--- config.mk ---
export PLATFORM = sky130hd
export DESIGN_NAME = maxpool2x2_stream
export DESIGN_NICKNAME = d
export VERILOG_FILES = /design/src/rtl/maxpool2x2_stream.sv
export SDC_FILE = /design/constraint.sdc
export NUM_CORES = 1
export LEC_CHECK = 0
export CORE_ASPECT_RATIO = 0.7
export CORE_MARGIN = 10
export CORE_UTILIZATION = 38
export CTS_CLUSTER_DIAMETER = 100
export CTS_CLUSTER_SIZE = 16
export DETAILED_ROUTE_END_ITERATION = 7
export HOLD_SLACK_MARGIN = 0.06
export PLACE_DENSITY = 0.59
export SYNTH_ARGS = -nofsm -noshare
export SYNTH_HDL_FRONTEND = slang
export SYNTH_SLANG_ARGS = --single-unit
export TNS_END_PERCENT = 50
--- constraint.sdc ---
create_clock -name clk -period 5.04 [get_ports clk]
set_clock_uncertainty 0.2 [all_clocks]
set_input_delay 0.504 -clock clk [delete_from_list [all_inputs] [get_ports clk]]
set_output_delay 0.504 -clock clk [all_outputs]
set_load 0.05 [all_outputs]
--- src/rtl/maxpool2x2_stream.sv ---
// rtl/maxpool2x2_stream.sv - 2x2 stride-2 signed max-pooling stage for a raster pixel stream
//
// Ports:
//   clk, rstn        clock; asynchronous active-low reset
//   cfg_width        feature-map width in pixels, taken on an accepted sof beat (clamped to [2, MAX_W])
//   sof              marks the first pixel of a frame
//   ivalid/iready    input handshake; din carries CH signed lanes of DW bits, raster order
//   ovalid/oready    output handshake; dout carries the pooled pixel, CH signed lanes
module maxpool2x2_stream #(
    parameter int DW    = 16,
    parameter int CH    = 1,
    parameter int MAX_W = 24,
    parameter int WB    = $clog2(MAX_W + 1)
) (
    input  logic             clk,
    input  logic             rstn,
    input  logic [WB-1:0]    cfg_width,
    input  logic             sof,
    input  logic             ivalid,
    output logic             iready,
    input  logic [CH*DW-1:0] din,
    output logic             ovalid,
    input  logic             oready,
    output logic [CH*DW-1:0] dout
);

    localparam int LBN = MAX_W / 2;
    localparam int IW  = (LBN > 1) ? $clog2(LBN) : 1;

    logic [WB-1:0]    wreg;
    logic [WB-1:0]    col;
    logic             rp;
    logic [CH*DW-1:0] h;
    logic [CH*DW-1:0] lb [LBN];

    logic [WB-1:0]    w_clamp;
    logic [WB-1:0]    eff_w;
    logic [WB-1:0]    eff_col;
    logic             eff_rp;
    logic             acc;
    logic             last_col;
    logic             produce;
    logic             lb_write;
    logic [CH*DW-1:0] lb_rd;
    logic [CH*DW-1:0] m;
    logic [CH*DW-1:0] pooled;

    // Single output register: a new beat can enter whenever the register is
    // empty or is being drained this cycle.
    assign iready = !ovalid || oready;
    assign acc    = ivalid && iready;

    always_comb begin
        w_clamp = cfg_width;
        if (cfg_width < WB'(2)) begin
            w_clamp = WB'(2);
        end else if (cfg_width > WB'(MAX_W)) begin
            w_clamp = WB'(MAX_W);
        end
    end

    // An accepted sof beat restarts the frame at col 0 / even row with the new width.
    assign eff_w    = sof ? w_clamp : wreg;
    assign eff_col  = sof ? '0 : col;
    assign eff_rp   = sof ? 1'b0 : rp;
    assign last_col = (eff_col == eff_w - WB'(1));

    // Odd columns always have an even partner; the only unpaired beat is the
    // even-indexed last column of an odd-width row, which is simply dropped.
    assign produce  = acc && eff_col[0] && eff_rp;
    assign lb_write = acc && eff_col[0] && !eff_rp;
    assign lb_rd    = lb[eff_col[IW:1]];

    always_comb begin
        m      = '0;
        pooled = '0;
        for (int c = 0; c < CH; c++) begin
            if ($signed(h[c*DW +: DW]) > $signed(din[c*DW +: DW])) begin
                m[c*DW +: DW] = h[c*DW +: DW];
            end else begin
                m[c*DW +: DW] = din[c*DW +: DW];
            end
        end
        for (int c = 0; c < CH; c++) begin
            if ($signed(m[c*DW +: DW]) > $signed(lb_rd[c*DW +: DW])) begin
                pooled[c*DW +: DW] = m[c*DW +: DW];
            end else begin
                pooled[c*DW +: DW] = lb_rd[c*DW +: DW];
            end
        end
    end

    always_ff @(posedge clk or negedge rstn) begin
        if (!rstn) begin
            wreg   <= WB'(MAX_W);
            col    <= '0;
            rp     <= 1'b0;
            h      <= '0;
            ovalid <= 1'b0;
            dout   <= '0;
        end else begin
            if (acc) begin
                wreg <= eff_w;
                if (last_col) begin
                    col <= '0;
                    rp  <= !eff_rp;
                end else begin
                    col <= eff_col + WB'(1);
                    rp  <= eff_rp;
                end
                if (!eff_col[0] && !last_col) begin
                    h <= din;
                end
            end
            if (produce) begin
                dout   <= pooled;
                ovalid <= 1'b1;
            end else if (oready) begin
                ovalid <= 1'b0;
            end
        end
    end

    // Line buffer holds the even-row pair maxima; every entry is rewritten on
    // the even row before the odd row reads it, so it needs no reset.
    always_ff @(posedge clk) begin
        if (lb_write) begin
            lb[eff_col[IW:1]] <= m;
        end
    end

endmodule

After elaboration in Yosys (flattened, before gate mapping)
Memories as Yosys holds them, arrays and structs flattened.
Index checks and enable logic that the tools add are counted.

cells by class
  add/sub/neg operators = 2
  $lt $le $gt $ge = 4
  equal/unequal tests = 1
  muxes and demuxes = 13
  reductions and logical operators = 12

operators with widths
  operator                                                               number
  16-bit > comparator                                                    2
  16-bit two-way mux                                                     2
  5-bit two-way mux                                                      5
  1-bit two-way mux                                                      6
  5-bit by 1-bit adder with 5-bit output (second input constant)         1
  5-bit equality test                                                    1
  5-bit > comparator (second input constant)                             1
  1-bit logical AND                                                      5
  5-bit by 2-bit < comparator with 1-bit output (second input constant)  1
  5-bit by 1-bit subtractor with 5-bit output (second input constant)    1
  1-bit logical NOT                                                      4
  2-bit AND reduction                                                    1
  2-bit nonzero test                                                     1
  1-bit logical OR                                                       1

storage, ports and cells
  bits in registers = 44
  memory bits (writable) = 192
  bits of input ports = 26
  logic and storage cells = 39
  memories kept = 1

memory list
  name  words  width  read ports  clocked after memory_dff  wr ports  RTL line  RTL
  lb    12     16     1           0                         1         34        logic [CH*DW-1:0] lb [LBN];

Logic depth before layout (Yosys ltp)
Gate-level depths: netlist of the first run.

  depth in word-level cells = 9
  depth in mapped cells = 19
  mapped depth without buffers = 17

Least setup slack after synthesis of the first run
No wires, ideal clock.

  path type = input to register
  start point = input port din[13]
  end point = register dout[6]
  library setup time = 64 ps
  arrival = 4768 ps
  setup slack = 8 ps
  stages = 19
  path buffers = 3
  path through = inv_1 > ha_1 > a21o_1 > a21o_1 > a2111o_1 > a211o_1 > mux2i_4 > buf_8 > mux2_4 > ha_1 > nand4_1 > or4_1 > a21oi_1 > a211oi_1 > a21oi_2 > nor2b_1 > clkbuf_1 > buf_4 > a211o_1

between the ends
  cells in the longest elaborated chain, start to end = 4

ends and longest elaborated chain
  element               RTL line  RTL
  from (decl)           21        input logic [CH*DW-1:0] din,
  16-bit > comparator   78        if ($signed(h[c*DW +: DW]) > $signed(din[c*DW +: DW])) begin
  16-bit two-way mux    78
  via m[15]             45        logic [CH*DW-1:0] m;
  16-bit > comparator   85        if ($signed(m[c*DW +: DW]) > $signed(lb_rd[c*DW +: DW])) begin
  16-bit two-way mux    85
  to (signal assigned)  116       dout <= pooled;
  to (decl)             24        output logic [CH*DW-1:0] dout

The timed path passes the listed nets, and every way through them passes these cells.
A chain may end at the register's enable or synchronous reset.

Worst setup path after layout of the first run
  start point = input port din[13]
  end point = register dout[5]

Same word-level chain as after synthesis.

==> impl_metrics.py, run 1 <==
metrics = {
    "logic_synthesis": {
        "synth_top_area_cell": "edfxtp_1",
        "syn_inst": 753,
        "avgSynthCellArea_um2": 14.2,
        "synth_edf_count": 192,
        "synth_cell_types": 63,
        "synth.top_cell.area_share_pct": 53.9,
        "syn-cell-area_um2": 10700,
        "ys_seq_area_share_pct": 64.2,
        "synth_top_flop_cell": "edfxtp_1",
        "yosysWarnings": 0,
        "ys_ff_latch": 236,
        "syn-num-nets": 813,
        "async_flop_share_pct": 18.6,
        "ys_top_cells_by_area": "edfxtp_1 54%, dfrtp_1 9.8%, ha_1 4.0%",
    },
    "drt": {
        "wl_per_cell_um": 21.6,
        "antenna_left": 0,
        "drc": 0,
        "drtIter0Drc": 688,
        "via_count": 6775,
        "vias_per_cell": 5.39,
        "finalWirelength_um": 27100,
        "first_pass_iters": 5,
    },
    "clock_tree": {
        "cts-root-buf": "clkbuf_16",
        "cts_tree": "built",
        "cts_made_buffers": 18,
        "htreeDepth": 1,
        "cts_sinks": 236,
        "clock_path_buffers": 3,
        "clkTransAtPathRegs_ns": 0.07,
        "clk_latency_ns": 0.49,
    },
    "power_and_ir_drop": {
        "p_leak_nw": 4.69,
        "power_density_nw_per_um2": 525,
        "power_mw": 6.73,
        "vdd_drop_max_mv": 0.214,
    },
    "setup_path": {
        "cp.required_ns": 5.21,
        "r2r-start": "h[13]",
        "cp-end-kind": "flip-flop",
        "path_max_fanout": 10,
        "startpoint": "din[13]",
        "cp-start-kind": "input port",
        "crit_arrival_ns": 5.09,
        "setup.worst_path.class": "in -> reg",
        "rr_worst_depth": 19,
    },
    "flow_run": {
        "maxCapViolations": 0,
    },
    "min_path": {
        "hold_depth": 2,
        "min-delay-start": "wreg[4]",
        "hp-class": "reg -> reg",
    },
    "floorplanning": {
        "initial_utilization_pct": 38.5,
        "die_x_um": 220,
        "rows": 51,
        "fp.dieH_um": 160,
        "ioPinCount": 44,
        "dieArea_um2": 35400,
        "core_um2": 27800,
    },
    "run_status": {
        "outcome": "finished, final reports clean",
    },
    "global_route": {
        "grt_overflow": 0,
        "grt_pass1_wl_um": 41300,
        "track_usage_pct": 15.1,
        "grt_max_degree": 45,
        "antenna_found_initial": 0,
        "grt_pass1_vias": 6607,
    },
    "timing": {
        "min_period_ns": 4.92,
        "relSlewSlack_pct": 29.3,
        "fmaxAchievable_ghz": 0.203,
        "final_max_slew_viol_count": 0,
        "worst_pin_slew_ns": 1.06,
        "finalCritPeriodShare_pct": 97.6,
        "hold_viol_final": 0,
        "setup_viol": 0,
    },
    "final_layout": {
        "syn2layout_area_growth_pct": 19.9,
        "final_util_pct": 46.2,
        "n_fill_cell": 2485,
        "nets": 934,
        "drive_gt1_share_pct": 23.0,
        "diodes": 0,
    },
    "placement": {
        "gp_congestion": 0.826,
        "dp_hpwl_um": 19300,
        "port_buffers": 43,
    },
}
per-stage QoR:
| step | area [µm²] | setup slack (ns) | cells | hold slack [ns] | setup TNS [ns] |
|---|---|---|---|---|---|
| after floorplan | 10700 | 0.00780 | 753 | 0.00841 | 0 |
| after global placement | 12100 | -0.431 | 1216 | 0.298 | -6.75 |
| after detailed placement | 12100 | -0.460 | 1216 | 0.303 | -6.95 |
| after CTS | 12700 | 0.0461 | 1249 | 0.320 | 0 |
| after global routing | 12800 | -0.0190 | 1257 | 0.340 | -0.0594 |
| final | 12800 | 0.122 | 1257 | 0.320 | 0 |
state kept, by name, indices dropped and copies added (netlist names):
register  flops
lb          192
h            16
rp            1
ovalid        1
dout         16
wreg          5
col           5
critical path, cell delays in order:
cell and delay [ns]:
clkdlybuf4s50_1 0.47, inv_1 0.04, ha_1 0.30, a21o_1 0.18
a21o_1 0.17, a2111o_1 0.40, a211o_1 0.28, mux2i_4 0.27
clkbuf_16 0.20, buf_4 0.12, mux2_4 0.31, ha_1 0.28
nand2_1 0.06, or4_4 0.53, a21oi_2 0.12, a211oi_1 0.07
a21oi_2 0.14, buf_6 0.15, buf_12 0.12, nor3_1 0.05
a221o_1 0.30
per-layer routing:
| layer | part of all wire [%] | vias to the layer above | GRT usage, % |
|---|---|---|---|
| met3 | 7.6 | 24 | 2.65 |
| met1 | 53 | 3353 | 25.7 |
| met5 | 0 | - | 0 |
| met4 | 1.2 | 0 | 2.24 |
| met2 | 38 | 238 | 19.0 |
| li1 | - | 3160 | - |
kinds of logic (layout without fill, tap and decap cells):
| group | Yosys count | in the layout | share of synthesized area [%] |
|---|---|---|---|
| flip-flops | 236 | 236 | 64.2 |
| multiplexers | 81 | 81 | 10.4 |
| buffers and inverters | 67 | 200 | 2.83 |
| AND/OR/NAND/NOR | 148 | 148 | 6.89 |
| XOR/XNOR | 4 | 4 | 0.328 |
| AO/OA/AOI/OAI | 183 | 183 | 11.3 |
| adder cells (fa/ha/maj) | 34 | 34 | 3.98 |
cell type report:
cell class	instances	area, µm²	area share [%]
repair buffers	143	1260	9.81
multi-input cells	450	3580	27.9
flip-flops and latches	236	6870	53.6
inverters	25	93.8	0.732
clock buffers	31	520	4.06
clock inverters	1	30.0	0.234
well taps	371	464	3.62
timing repair:
action,in CTS,in global routing
setup buffers,0,6
setup endpoints to repair,0,16
hold endpoints to repair,42,0
hold buffers,1,0
resized for setup,0,13
synth_stat cells, types with 21 or more instances:
library cell / n
edfxtp_1: 192
a21oi_1: 49
dfrtp_1: 42
nand2_1: 36
ha_1: 34
nor2_1: 33
o21ai_0: 32
a211oi_1: 31
mux2_2: 28
clkbuf_1: 24
inv_1: 24
nor3_1: 21
path summary, 6_finish.rpt:
check	endpoint	slack, ns
max	dout[5]	0.12
max reg2reg	dout[5]	0.23
min in group asynchronous	h[13]	0.43
max in group asynchronous	col[1]	3.69
min reg2reg	wreg[4]	0.32
min	wreg[4]	0.32
power breakdown:
part | internal [mW] | switching, mW | total (mW)
Clock | 0.756 | 0.657 | 1.41
Combinational | 1.16 | 1.55 | 2.71
Sequential | 2.48 | 0.130 | 2.61
Total | 4.39 | 2.34 | 6.73
cell usage in the layout, fill, tap and decap left out, types with 5 or more instances in the layout:
cell and count:
a211o_1 11, a211oi_1 31, a21o_1 6, a21oi_1 48, a221o_1 5, a221oi_1 7, and2_1 11, buf_4 91
clkbuf_1 12, clkbuf_16 20, clkdlybuf4s50_1 42, dfrtp_1 40, edfxtp_1 192, ha_1 33, inv_1 24, mux2_2 26
mux2_4 21, mux2i_1 20, mux4_2 13, nand2_1 36, nand3_1 6, nand4_1 6, nor2_1 33, nor2b_1 16
nor3_1 17, o211ai_1 6, o21ai_0 32, o22ai_1 13
Power figures use the tool's default switching activity.
==> run 2, diff against run 1 <==
SETUP_SLACK_MARGIN = 0.3   (was unset)
==> impl_metrics.py, run 2 (same netlist as run 1, synthesis figures left out) <==
metrics = {
    "run_status": {
        "outcome": "finished, final reports clean",
    },
    "global_route": {
        "grt_pass1_wl_um": 42700,
        "grt_pass1_vias": 6531,
        "grt_overflow": 0,
        "antenna_found_initial": 0,
        "grt_max_degree": 45,
        "track_usage_pct": 15.8,
    },
    "drt": {
        "antenna_left": 0,
        "finalWirelength_um": 28300,
        "wl_per_cell_um": 22.7,
        "via_count": 6924,
        "first_pass_iters": 5,
        "drc": 0,
        "drtIter0Drc": 742,
        "vias_per_cell": 5.54,
    },
    "clock_tree": {
        "cts_sinks": 236,
        "cts_made_buffers": 18,
        "clk_latency_ns": 0.50,
        "clkTransAtPathRegs_ns": 0.07,
        "cts-root-buf": "clkbuf_16",
        "clock_path_buffers": 3,
        "cts_tree": "built",
        "htreeDepth": 1,
    },
    "floorplanning": {
        "rows": 51,
        "initial_utilization_pct": 38.5,
        "ioPinCount": 44,
        "fp.dieH_um": 160,
        "core_um2": 27800,
        "dieArea_um2": 35400,
        "die_x_um": 220,
    },
    "placement": {
        "postPlaceCellArea_um2": 12200,
        "gp_congestion": 0.819,
        "dpl_worst_slack_ns": -0.292,
        "port_buffers": 43,
        "dp_hpwl_um": 19300,
    },
    "min_path": {
        "hp-class": "in -> reg",
        "min-delay-start": "din[15]",
    },
    "setup_path": {
        "setup.worst_path.class": "reg -> reg",
        "r2r_slack_ns": 0.34,
        "cp-end-kind": "flip-flop",
        "crit_arrival_ns": 4.87,
        "r2r-start": "h[13]",
        "path_max_fanout": 7,
        "startpoint": "h[13]",
        "cp-start-kind": "flip-flop",
        "cp.required_ns": 5.22,
    },
    "flow_run": {
        "maxCapViolations": 0,
    },
    "timing": {
        "fin_tns_setup_ns": 0,
        "whs_ns": 0.216,
        "rsz0062_at_grt": "true",
        "finalCritPeriodShare_pct": 93.2,
        "worst_pin_slew_ns": 1.27,
        "min_period_ns": 4.70,
        "fin_ws_ns": 0.342,
        "hold_viol_final": 0,
        "setup_viol": 0,
        "relSlewSlack_pct": 15.3,
        "fmaxAchievable_ghz": 0.213,
        "final_max_slew_viol_count": 0,
    },
    "final_layout": {
        "fin_area_um2": 12900,
        "diodes": 0,
        "final_common_cell": "edfxtp_1",
        "largest_register_ffs": 192,
        "drive_gt1_share_pct": 24.9,
        "layout_common_cells": "192 x edfxtp_1, 82 x buf_4, 45 x a21oi_1",
        "n_fill_cell": 2462,
        "syn2layout_area_growth_pct": 21.0,
        "nets": 926,
    },
    "power_and_ir_drop": {
        "power_density_nw_per_um2": 525,
        "vdd_drop_max_mv": 0.221,
        "power_mw": 6.79,
        "p_leak_nw": 4.67,
    },
}
==> run 2: cell count changes in the layout (fill, tap and decap cells not counted), sizes merged <==
cell | before | now
buf | 99 | 91
clkdlybuf4s50 | 42 | 35
dlygate4sd2 | 0 | 6
dlymetal6s2s | 0 | 1
==> run 2: where the power goes <==
group / switching, mW / total, mW / leakage [nW] / internal [mW]
Combinational: 1.57 / 2.73 / 2.14 / 1.17
Sequential: 0.164 / 2.64 / 2.26 / 2.48
Clock: 0.659 / 1.41 / 0.262 / 0.756
==> run 2: critical path, stage by stage (launching register included) <==
cell and delay (ns):
dfrtp_2 0.43, ha_4 0.22, a21o_1 0.15, a21o_1 0.17
a2111o_1 0.36, a211o_1 0.28, mux2i_4 0.29, buf_6 0.17
mux2_2 0.38, ha_4 0.28, nand2_1 0.06, or4_4 0.55
buf_4 0.16, o22ai_4 0.13, a21oi_4 0.07, nor2b_4 0.16
buf_4 0.22, a221o_1 0.29
==> run 2: path summary, 6_finish.rpt <==
path                       cells after the start  endpoint
setup / recovery                              17   dout[0]
hold / removal                                 3     h[15]
setup reg to reg                              17   dout[0]
hold reg to reg                                2   wreg[4]
max in group asynchronous                      3    col[1]
min in group asynchronous                      3     h[14]
==> run 2: what timing repair did <==
action	CTS	global route
setup buffers	4	1
setup endpoints to repair	16	16
hold endpoints to repair	42	0
gates cloned	1	1
resized for setup	20	14
hold buffers	1	0
pin swaps	9	6
==> run 2: metal layers <==
metal / routed length, µm / track usage [%] / share of wire (%)
met4: 342 / 2.61 / 1.2
met2: 11200 / 20.6 / 40
met1: 14400 / 25.9 / 51
met3: 2430 / 3.36 / 8.6
met5: 0 / 0 / 0
==> run 2: area by class of cell <==
| type | count | area, µm² | area share (%) |
|---|---|---|---|
| Clock buffer | 31 | 520 | 4.02 |
| Clock inverter | 1 | 30.0 | 0.232 |
| Inverter | 25 | 93.8 | 0.726 |
| Multi-Input combinational cell | 450 | 3760 | 29.1 |
| Sequential cell | 236 | 6870 | 53.1 |
| Tap cell | 371 | 464 | 3.59 |
| Timing Repair Buffer | 135 | 1190 | 9.20 |
==> run 2: through the flow <==
stage	instances	util, %
final	1249	46.6
after global routing	1249	46.6
after CTS	1247	46.3
after detailed placement	1209	43.8
after global placement	1209	43.8
after floorplan	753	-
==> run 3, diff against run 2 <==
CORE_MARGIN = 1   (was 10)
==> impl_metrics.py, run 3 (same netlist as run 1, synthesis figures left out) <==
metrics = {
    "drt": {
        "via_count": 6813,
        "first_pass_iters": 5,
        "drtIter0Drc": 660,
        "vias_per_cell": 5.42,
        "wl_per_cell_um": 22.5,
        "finalWirelength_um": 28300,
        "drc": 0,
        "antenna_left": 0,
    },
    "setup_path": {
        "crit_arrival_ns": 4.86,
        "cp-end-kind": "flip-flop",
        "timing.rr.end": "dout[4]",
        "rr_worst_depth": 19,
        "setup.worst_path.class": "reg -> reg",
        "crit_chain": "ha_1, a21o_1, a21o_1, a2111o_1, a211o_1, mux2i_4, buf_12, buf_8, mux2_4, ha_4, nand4_1, or4_4, a21oi_2, a211oi_2, a21oi_2, buf_6, buf_12, nor3_1, a221o_1",
        "path_max_fanout": 8,
        "critPathSlowestCell": "or4_4",
        "r2r_slack_ns": 0.35,
        "crit_path_max_incr_delay_ns": 0.58,
        "cp.required_ns": 5.21,
        "cp-start-kind": "flip-flop",
        "r2r-start": "h[12]",
    },
    "floorplanning": {
        "fp.dieH_um": 142,
        "die_x_um": 202,
        "core_um2": 27200,
        "dieArea_um2": 28800,
        "initial_utilization_pct": 39.3,
        "ioPinCount": 44,
        "rows": 50,
    },
    "global_route": {
        "antenna_found_initial": 0,
        "grt_max_degree": 45,
        "track_usage_pct": 19.8,
        "grt_pass1_wl_um": 42300,
        "grt_overflow": 0,
        "grt_pass1_vias": 6585,
    },
    "placement": {
        "gp_congestion": 0.830,
        "dp_hpwl_um": 19700,
        "postPlaceCellArea_um2": 12300,
        "port_buffers": 43,
    },
    "flow_run": {
        "maxCapViolations": 0,
    },
    "timing": {
        "rsz0062_at_grt": "true",
        "hold_viol_final": 0,
        "min_period_ns": 4.69,
        "setup_viol": 0,
        "whs_ns": 0.207,
        "fmaxAchievable_ghz": 0.213,
        "final_max_slew_viol_count": 0,
        "relSlewSlack_pct": 26.6,
        "worst_pin_slew_ns": 1.10,
        "finalCritPeriodShare_pct": 93.0,
    },
    "final_layout": {
        "fin_area_um2": 13100,
        "n_fill_cell": 2401,
        "diodes": 0,
        "drive_gt1_share_pct": 26.5,
        "layout_common_cells": "192 x edfxtp_1, 97 x buf_4, 46 x a21oi_1",
        "syn2layout_area_growth_pct": 22.5,
        "largest_register_ffs": 192,
        "final_common_cell": "edfxtp_1",
        "nets": 943,
    },
    "clock_tree": {
        "htreeDepth": 1,
        "cts_sinks": 236,
        "cts_made_buffers": 18,
        "cts_tree": "built",
        "clock_path_buffers": 3,
        "clk_latency_ns": 0.49,
        "clkTransAtPathRegs_ns": 0.08,
        "cts-root-buf": "clkbuf_16",
    },
    "min_path": {
        "holdPathEnd": "h[15]",
        "hold_depth": 3,
        "min-delay-start": "din[15]",
        "hp-class": "in -> reg",
    },
    "run_status": {
        "outcome": "finished, final reports clean",
    },
    "power_and_ir_drop": {
        "p_leak_nw": 4.81,
        "vdd_drop_max_mv": 0.203,
        "power_mw": 6.89,
        "power_density_nw_per_um2": 526,
    },
}
-- run 3: timing repair --
action | 4_1_cts | 5_1_grt
gates resized for setup | 8 | 32
setup buffers | 3 | 6
endpoints found under the setup margin | 15 | 16
endpoints found under the hold margin | 42 | 0
cloned | 1 | 1
pin swaps | 0 | 18
hold buffers | 1 | 0
-- run 3: area by class of cell --
type | instances | area (µm²) | share of cell area [%]
repair buffers | 152 | 1360 | 10.4
clock inverters | 1 | 30.0 | 0.229
inverters | 25 | 93.8 | 0.717
flip-flops and latches | 236 | 6870 | 52.5
multi-input cells | 450 | 3760 | 28.8
clock buffers | 30 | 517 | 3.95
well taps | 364 | 455 | 3.48
-- run 3: metrics by stage --
stage | TNS (ns) | setup WS (ns) | instances | util (%)
detailed placement | -4.17 | -0.281 | 1215 | 45.0
CTS | 0 | 0.268 | 1251 | 47.3
global placement | -3.89 | -0.265 | 1215 | 45.0
finish | 0 | 0.351 | 1258 | 48.1
global route | 0 | 0.199 | 1258 | 48.1
floorplan | 0 | 0.314 | 753 | -
-- run 3: power by group --
part | internal (mW) | switching, mW | leakage [nW]
clock network | 0.753 | 0.650 | 0.261
logic | 1.25 | 1.60 | 2.29
registers | 2.48 | 0.155 | 2.26
total | 4.48 | 2.41 | 4.81
-- run 3: routing by layer --
metal  GRT usage, %  part of all wire (%)  vias up
met5              0                     0        -
met4           2.77                   1.2        0
met3           4.90                   8.4       27
met2           26.7                    39      246
met1           32.1                    51     3368
li1               -                     -     3172
-- run 3: worst max-delay path by stage --
stage | startpoint | to | slack (ns) | cells after the start
after global placement | din[13] | dout[3] | -0.26 | 19
after detailed placement | din[13] | dout[5] | -0.28 | 19
final | h[12] | dout[4] | 0.35 | 19
after floorplan | din[13] | dout[2] | 0.31 | 19
after global routing | din[7] | dout[5] | 0.20 | 20
after CTS | din[14] | dout[7] | 0.27 | 20
-- run 3: worst max-delay path: cells and delay by family, from the launching register on --
kind / cells / cell delay [ns]
AOI/OAI and AO/OA: 8 / 1.63
and+or+nand+nor: 3 / 0.77
muxes: 2 / 0.57
buffers and inverters: 4 / 0.52
adders and majority gates: 2 / 0.47
DFF: 1 / 0.42
